<file path="config.mk">
export PLATFORM = sky130hd
export DESIGN_NAME = mux4_arbiter_flat
export DESIGN_NICKNAME = d
export VERILOG_FILES = /design/src/rtl/mux4_arbiter_if.sv /design/src/rtl/mux4_arbiter.sv /design/src/flat_wrapper.sv
export SDC_FILE = /design/constraint.sdc
export NUM_CORES = 1
export LEC_CHECK = 0
export CELL_PAD_IN_SITES_DETAIL_PLACEMENT = 1
export CELL_PAD_IN_SITES_GLOBAL_PLACEMENT = 1
export CORE_MARGIN = 2
export CORE_UTILIZATION = 15
export DETAILED_ROUTE_END_ITERATION = 16
export HOLD_SLACK_MARGIN = 0.05
export PLACE_DENSITY = 0.81
export SYNTH_ARGS = -nofsm -noshare
export SYNTH_HDL_FRONTEND = slang
export SYNTH_SLANG_ARGS = --single-unit
export TNS_END_PERCENT = 1
</file>
<file path="constraint.sdc">
create_clock -name clk -period 3.07 [get_ports clk]
set_input_delay 0.307 -clock clk [delete_from_list [all_inputs] [get_ports clk]]
set_output_delay 0.307 -clock clk [all_outputs]
set_load 0.005 [all_outputs]
</file>
<file path="src/rtl/mux4_arbiter_if.sv">
// Bus bundle between four valid/ready requesters, the mux4_arbiter and its single downstream consumer.
// The "slave" modport is the arbiter's view and the "master" modport is the requester/consumer side.
interface mux4_arbiter_if #(
    parameter int WIDTH = 64
);
    logic [3:0]         req;
    logic [4*WIDTH-1:0] data_in;
    logic [3:0]         gnt;
    logic [1:0]         sel;
    logic               out_valid;
    logic [WIDTH-1:0]   out_data;
    logic               out_ready;
    logic               busy;

    modport master (
        output req, data_in, out_ready,
        input  gnt, sel, out_valid, out_data, busy
    );

    modport slave (
        input  req, data_in, out_ready,
        output gnt, sel, out_valid, out_data, busy
    );
endinterface

</file>
<file path="src/rtl/mux4_arbiter.sv">
// Round-robin arbiter/sequencer for a shared 4:1 datapath mux, with bounded bursts and back-to-back handover.
// Optional per-requester saturating transfer counters are enabled by defining MUXARB_PERF_CNT_EN.
module mux4_arbiter #(
    parameter int WIDTH = 64,
    parameter int BURST = 4
) (
    input  logic          clk,
    input  logic          reset_n,
    mux4_arbiter_if.slave bus
`ifdef MUXARB_PERF_CNT_EN
    ,
    input  logic [1:0]    cnt_sel,
    output logic [15:0]   cnt_out
`endif
);

    typedef enum logic {
        IDLE = 1'b0,
        OWN  = 1'b1
    } state_t;

    typedef struct packed {
        logic       found;
        logic [1:0] idx;
    } pick_t;

    localparam logic [3:0] LAST_BEAT = 4'(BURST - 1);

    state_t     state, state_n;
    logic [1:0] owner, owner_n;
    logic [1:0] ptr, ptr_n;
    logic [3:0] beat_cnt, beat_n;
    logic [3:0] gnt, gnt_n;

    logic       busy;
    logic       transfer;
    logic       dropped;
    logic       last_beat;
    logic [3:0] arb_req;
    logic [1:0] arb_start;
    pick_t      pick;

    // First set bit of r scanning start, start+1, ... modulo 4.
    function automatic pick_t rr_pick(input logic [3:0] r, input logic [1:0] start);
        pick_t      p;
        logic [1:0] k;
        p = '0;
        for (int i = 0; i < 4; i++) begin
            k = start + 2'(i);
            if (!p.found && r[k]) begin
                p.found = 1'b1;
                p.idx   = k;
            end
        end
        return p;
    endfunction

    assign busy      = (state == OWN);
    assign transfer  = busy && bus.req[owner] && bus.out_ready;
    assign dropped   = busy && !bus.req[owner];
    assign last_beat = transfer && (beat_cnt == LAST_BEAT);

    // On release the scan restarts just past the owner; a dropping owner is masked out.
    always_comb begin
        arb_req   = bus.req;
        arb_start = ptr;
        if (busy) begin
            arb_start = owner + 2'd1;
            if (dropped) begin
                arb_req = bus.req & ~(4'b0001 << owner);
            end
        end
    end

    assign pick = rr_pick(arb_req, arb_start);

    always_comb begin
        // NOTE: every signal driven here gets a default first, so no path can infer a latch.
        state_n = state;
        owner_n = owner;
        ptr_n   = ptr;
        beat_n  = beat_cnt;
        gnt_n   = gnt;

        unique case (state)
            IDLE: begin
                if (pick.found) begin
                    state_n = OWN;
                    owner_n = pick.idx;
                    gnt_n   = 4'b0001 << pick.idx;
                    beat_n  = 4'd0;
                end
            end
            OWN: begin
                if (transfer) begin
                    beat_n = beat_cnt + 4'd1;
                end
                if (last_beat || dropped) begin
                    ptr_n = owner + 2'd1;
                    if (pick.found) begin
                        owner_n = pick.idx;
                        gnt_n   = 4'b0001 << pick.idx;
                        beat_n  = 4'd0;
                    end else begin
                        state_n = IDLE;
                        owner_n = 2'd0;
                        gnt_n   = 4'd0;
                        beat_n  = 4'd0;
                    end
                end
            end
            default: state_n = IDLE;
        endcase
    end

    // NOTE: state registers use non-blocking assignments so all flops update together at the edge.
    always_ff @(posedge clk) begin
        if (!reset_n) begin
            state    <= IDLE;
            owner    <= 2'd0;
            ptr      <= 2'd0;
            beat_cnt <= 4'd0;
            gnt      <= 4'd0;
        end else begin
            state    <= state_n;
            owner    <= owner_n;
            ptr      <= ptr_n;
            beat_cnt <= beat_n;
            gnt      <= gnt_n;
        end
    end

    assign bus.gnt       = gnt;
    assign bus.sel       = owner;
    assign bus.busy      = busy;
    assign bus.out_valid = busy && bus.req[owner];
    assign bus.out_data  = bus.data_in[int'(owner)*WIDTH +: WIDTH];

`ifdef MUXARB_PERF_CNT_EN
    logic [15:0] perf_cnt [4];

    // NOTE: this small array is reset explicitly because the counters must read zero after reset.
    always_ff @(posedge clk) begin
        if (!reset_n) begin
            for (int k = 0; k < 4; k++) begin
                perf_cnt[k] <= 16'd0;
            end
        end else if (transfer && (perf_cnt[owner] != 16'hFFFF)) begin
            perf_cnt[owner] <= perf_cnt[owner] + 16'd1;
        end
    end

    assign cnt_out = perf_cnt[cnt_sel];
`endif

    a_gnt_onehot : assert property (@(posedge clk) disable iff (!reset_n) $onehot0(gnt));
    a_beat_bound : assert property (@(posedge clk) disable iff (!reset_n) beat_cnt <= LAST_BEAT);

endmodule

</file>
<file path="src/flat_wrapper.sv">
// flat-port wrapper written by rule: the top's interface ports become plain ports
module mux4_arbiter_flat 
#(
    parameter int WIDTH = 64,
    parameter int BURST = 4
)
  (clk, reset_n, bus_req, bus_data_in, bus_out_ready, bus_gnt, bus_sel, bus_out_valid, bus_out_data, bus_busy);
  mux4_arbiter_if #(.WIDTH(WIDTH)) bus_i ();
  input  logic clk;
  input  logic reset_n;
  input wire logic [$bits(bus_i.req)-1:0] bus_req;
  input wire logic [$bits(bus_i.data_in)-1:0] bus_data_in;
  input wire logic [$bits(bus_i.out_ready)-1:0] bus_out_ready;
  output wire logic [$bits(bus_i.gnt)-1:0] bus_gnt;
  output wire logic [$bits(bus_i.sel)-1:0] bus_sel;
  output wire logic [$bits(bus_i.out_valid)-1:0] bus_out_valid;
  output wire logic [$bits(bus_i.out_data)-1:0] bus_out_data;
  output wire logic [$bits(bus_i.busy)-1:0] bus_busy;
  assign bus_i.req = bus_req;
  assign bus_i.data_in = bus_data_in;
  assign bus_i.out_ready = bus_out_ready;
  assign bus_gnt = bus_i.gnt;
  assign bus_sel = bus_i.sel;
  assign bus_out_valid = bus_i.out_valid;
  assign bus_out_data = bus_i.out_data;
  assign bus_busy = bus_i.busy;
  mux4_arbiter #(.WIDTH(WIDTH), .BURST(BURST)) u_core (.clk(clk), .reset_n(reset_n), .bus(bus_i));
endmodule
</file>
==> metrics.md <==
| Metric | Value |
|---|---|
| Status | finished clean |
| Setup CP Type | register to output port |
| Core area | 16400 µm² |
| DIE WIDTH | roughly 130 µm |
| Critical path arrival | between 2 and 2.5 ns |
| Critical path data required time | around 2.8 ns |
| P per Cell Area | 307 nW/µm² |
| Die area | 17700 µm² |
| Worst IR Drop VDD | 0.157 mV |
| Worst Max-Slew Pin Slew | a little over 0.6 ns |
| CTS buffer count | 3 |
| Critical Path Source | u_core.bus.sel[0] |
| Total grt overflow | 0 |
| CTS tree | done |
| Critical Path Source Type | register |
| DR vias | 3346 |
| First-pass GRT wire length | 26.1 mm |
| Top FF cell, synth | dfxtp_1 |
| Clock sinks | 13 |
| Post-DRT Antenna Nets | 0 |
| RePlAce Congestion | 0.896 |
| Post-CTS Hold Fix Bufs | 0 |
| Io pins | 335 |
| Post-Route WL | 18.3 mm |
| Rel. slew slack | 59.6% |
| Async S/R FF share, synth | 0% |
| Final hold violations | 0 |
| Fin crit share | 83.8% |
| Nets | 782 |
| # setup viols final | 0 |
| Fmax | 389 MHz |
| Hold Crit Class | register to register |
| Resized cells post-CTS | 0 |
| Worst-path fanout max | 44 |
| Synth unique cells | 47 |
| Unrepaired setup endpoints after global routing | no |
| Clock transition at path regs | ~0.040 ns |
| Synthesized area per cell | between 10 and 15 µm² |
| Hold slack | 0.477 ns |
| Pins over their slew limit | 0 |
| # DRC | 0 |
| Crit. End Element | output port |
| Synthesized net count | 457 |
| Area growth, synth to finish | 147% |
| 1st-iter DRT viols | 86 |
| Initial antenna violation count | 1 |
| Sequential area share after synthesis | 10.4% |
| Clk root buf | clkbuf_16 |
| Worst Reg2Reg Path Length in Cells | 6 |
| Routed length per instance | 25.0 µm |
| Layout cell share with drive strength beyond 1 | 16.4% |
| Clock Latency Late Sink | 0.24 ns |
| Hold Path Depth | 2 |
| Ys Warns | 0 |
| First drt pass iteration count | 4 |
| Std cell rows | between 40 and 50 |
| HP Start | u_core.bus.gnt[2] |
| Post-synth EDFFs | 0 |
| #FFs+latches synth | 13 |
| Via density | 4.56 |
| CTS max path bufs | 2 |
| Post-synthesis cell count | 189 |
| Fin crit period | 2.57 ns |
| Mapped cell area | 2490 µm² |
| Die Span Y | 133 µm |
| Initial core utilization | around 15% |
| Global Route Usage Sum | 20.0% |
| Vias in the first global route | between 3k and 4k |
| Setup TNS | 0 ns |
| Htree depth | 1 |
| Setup Skew | 0.00249 ns |
| Number of setup buffers added after CTS | 0 |
| Port bufs | 334 |
| Leakage | 2.10 nW |
| Dpl hpwl | 15.8 mm |
| Placed cell area | 6080 µm² |
| Max-Cap Viols | 0 |
| Largest net degree at the start of global routing | 45 |
| Reg2Reg Launch Point | u_core.bus.busy |
| Post-route cell area | 6160 µm² |
## metal layers
layer / vias up / global-route usage [%] / wire (µm)
met4: 0 / 4.06 / 303
met3: 23 / 10.0 / 2270
met2: 189 / 33.0 / 8770
met1: 1666 / 23.6 / 6990
li1: 1468 / - / -
met5: - / 0 / 0
## worst max-delay path: stages, from the launching register on
cell and delay [ns]:
dfxtp_4 0.45, buf_12 0.33, mux4_2 0.59, clkdlybuf4s50_1 0.61
## power breakdown
group          internal, mW  total [mW]  leakage, nW  switching (mW)
clock                 0.175       0.243       0.0382          0.0685
sequential            0.187       0.215        0.108          0.0279
combinational         0.924        1.43         1.95           0.509
## cell type report
| cell class | instances | area, µm² |
|---|---|---|
| diodes | 1 | 2.50 |
| well taps | 220 | 275 |
| repair buffers | 338 | 3390 |
| fillers | 1758 | 10200 |
| inverters | 8 | 30.0 |
| clock buffers | 4 | 78.8 |
| multi-input cells | 150 | 2120 |
| flip-flops and latches | 13 | 268 |
## logic make-up after synthesis
logic type	synth area share (%)
compound gates	12.0
fa+ha+maj	2.51
mux	61.4
buf+inv	4.52
simple gates	8.08
flops	10.4
xor+xnor	1.05
## synthesized netlist by cell type (all sizes together), types with 3 or more instances
| cell | n | area share [%] |
|---|---|---|
| ha | 5 | 2.5 |
| nand2 | 10 | 1.5 |
| nor2 | 5 | 0.75 |
| mux4 | 65 | 59 |
| clkbuf | 8 | 1.2 |
| mux2i | 4 | 1.6 |
| dfxtp | 13 | 10 |
| buf | 10 | 2.1 |
| o31ai | 6 | 3.1 |
| and3 | 3 | 0.75 |
| nand2b | 3 | 0.75 |
| a21boi | 6 | 2.3 |
| o21ai | 3 | 0.60 |
| nand3 | 6 | 1.2 |
| a21oi | 3 | 0.60 |
| inv | 8 | 1.2 |
| nor2b | 4 | 1.0 |
## final timing paths
| path | endpoint | slack [ns] |
|---|---|---|
| worst max-delay path | bus_out_data[52] | 0.50 |
| worst min register to register | u_core.bus.gnt[2] | 0.48 |
| worst max register to register | u_core.bus.gnt[0] | 0.53 |
| worst min-delay path | u_core.bus.gnt[2] | 0.48 |
## placed cells by master (no fill, tap or decap), drive strengths merged, types with 2 or more instances in the layout
cell type,netlist,layout
clkbuf,8,4
a31oi,2,2
xor2,2,2
a22oi,2,2
mux2i,4,4
buf,10,4
nor2b,4,4
o21ai,3,3
inv,8,8
o31ai,6,6
a21oi,3,3
o21a,2,2
nor2,5,5
a21boi,6,6
dfxtp,13,13
ha,5,5
nand3,6,6
and3,3,3
nand2b,3,3
mux4,65,65
mux2,2,2
clkdlybuf4s50,0,334
nand2,10,10
## state kept, by name, indices dropped and copies added (netlist names)
register         count
u_core.beat_cnt      4
u_core.bus.busy      1
u_core.bus.gnt       4
u_core.bus.sel       2
u_core.ptr           2
## per-stage QoR
stage	utilization, %	worst slack, ns	cells	power, mW
after CTS	37.5	0.498	733	1.92
after floorplan	-	0.153	189	0.773
after global routing	37.6	0.282	734	2.00
after detailed placement	37.1	0.470	729	1.66
after global placement	37.1	0.622	729	1.63
final	37.6	0.498	734	1.89
(Power assumes the default switching activity.)
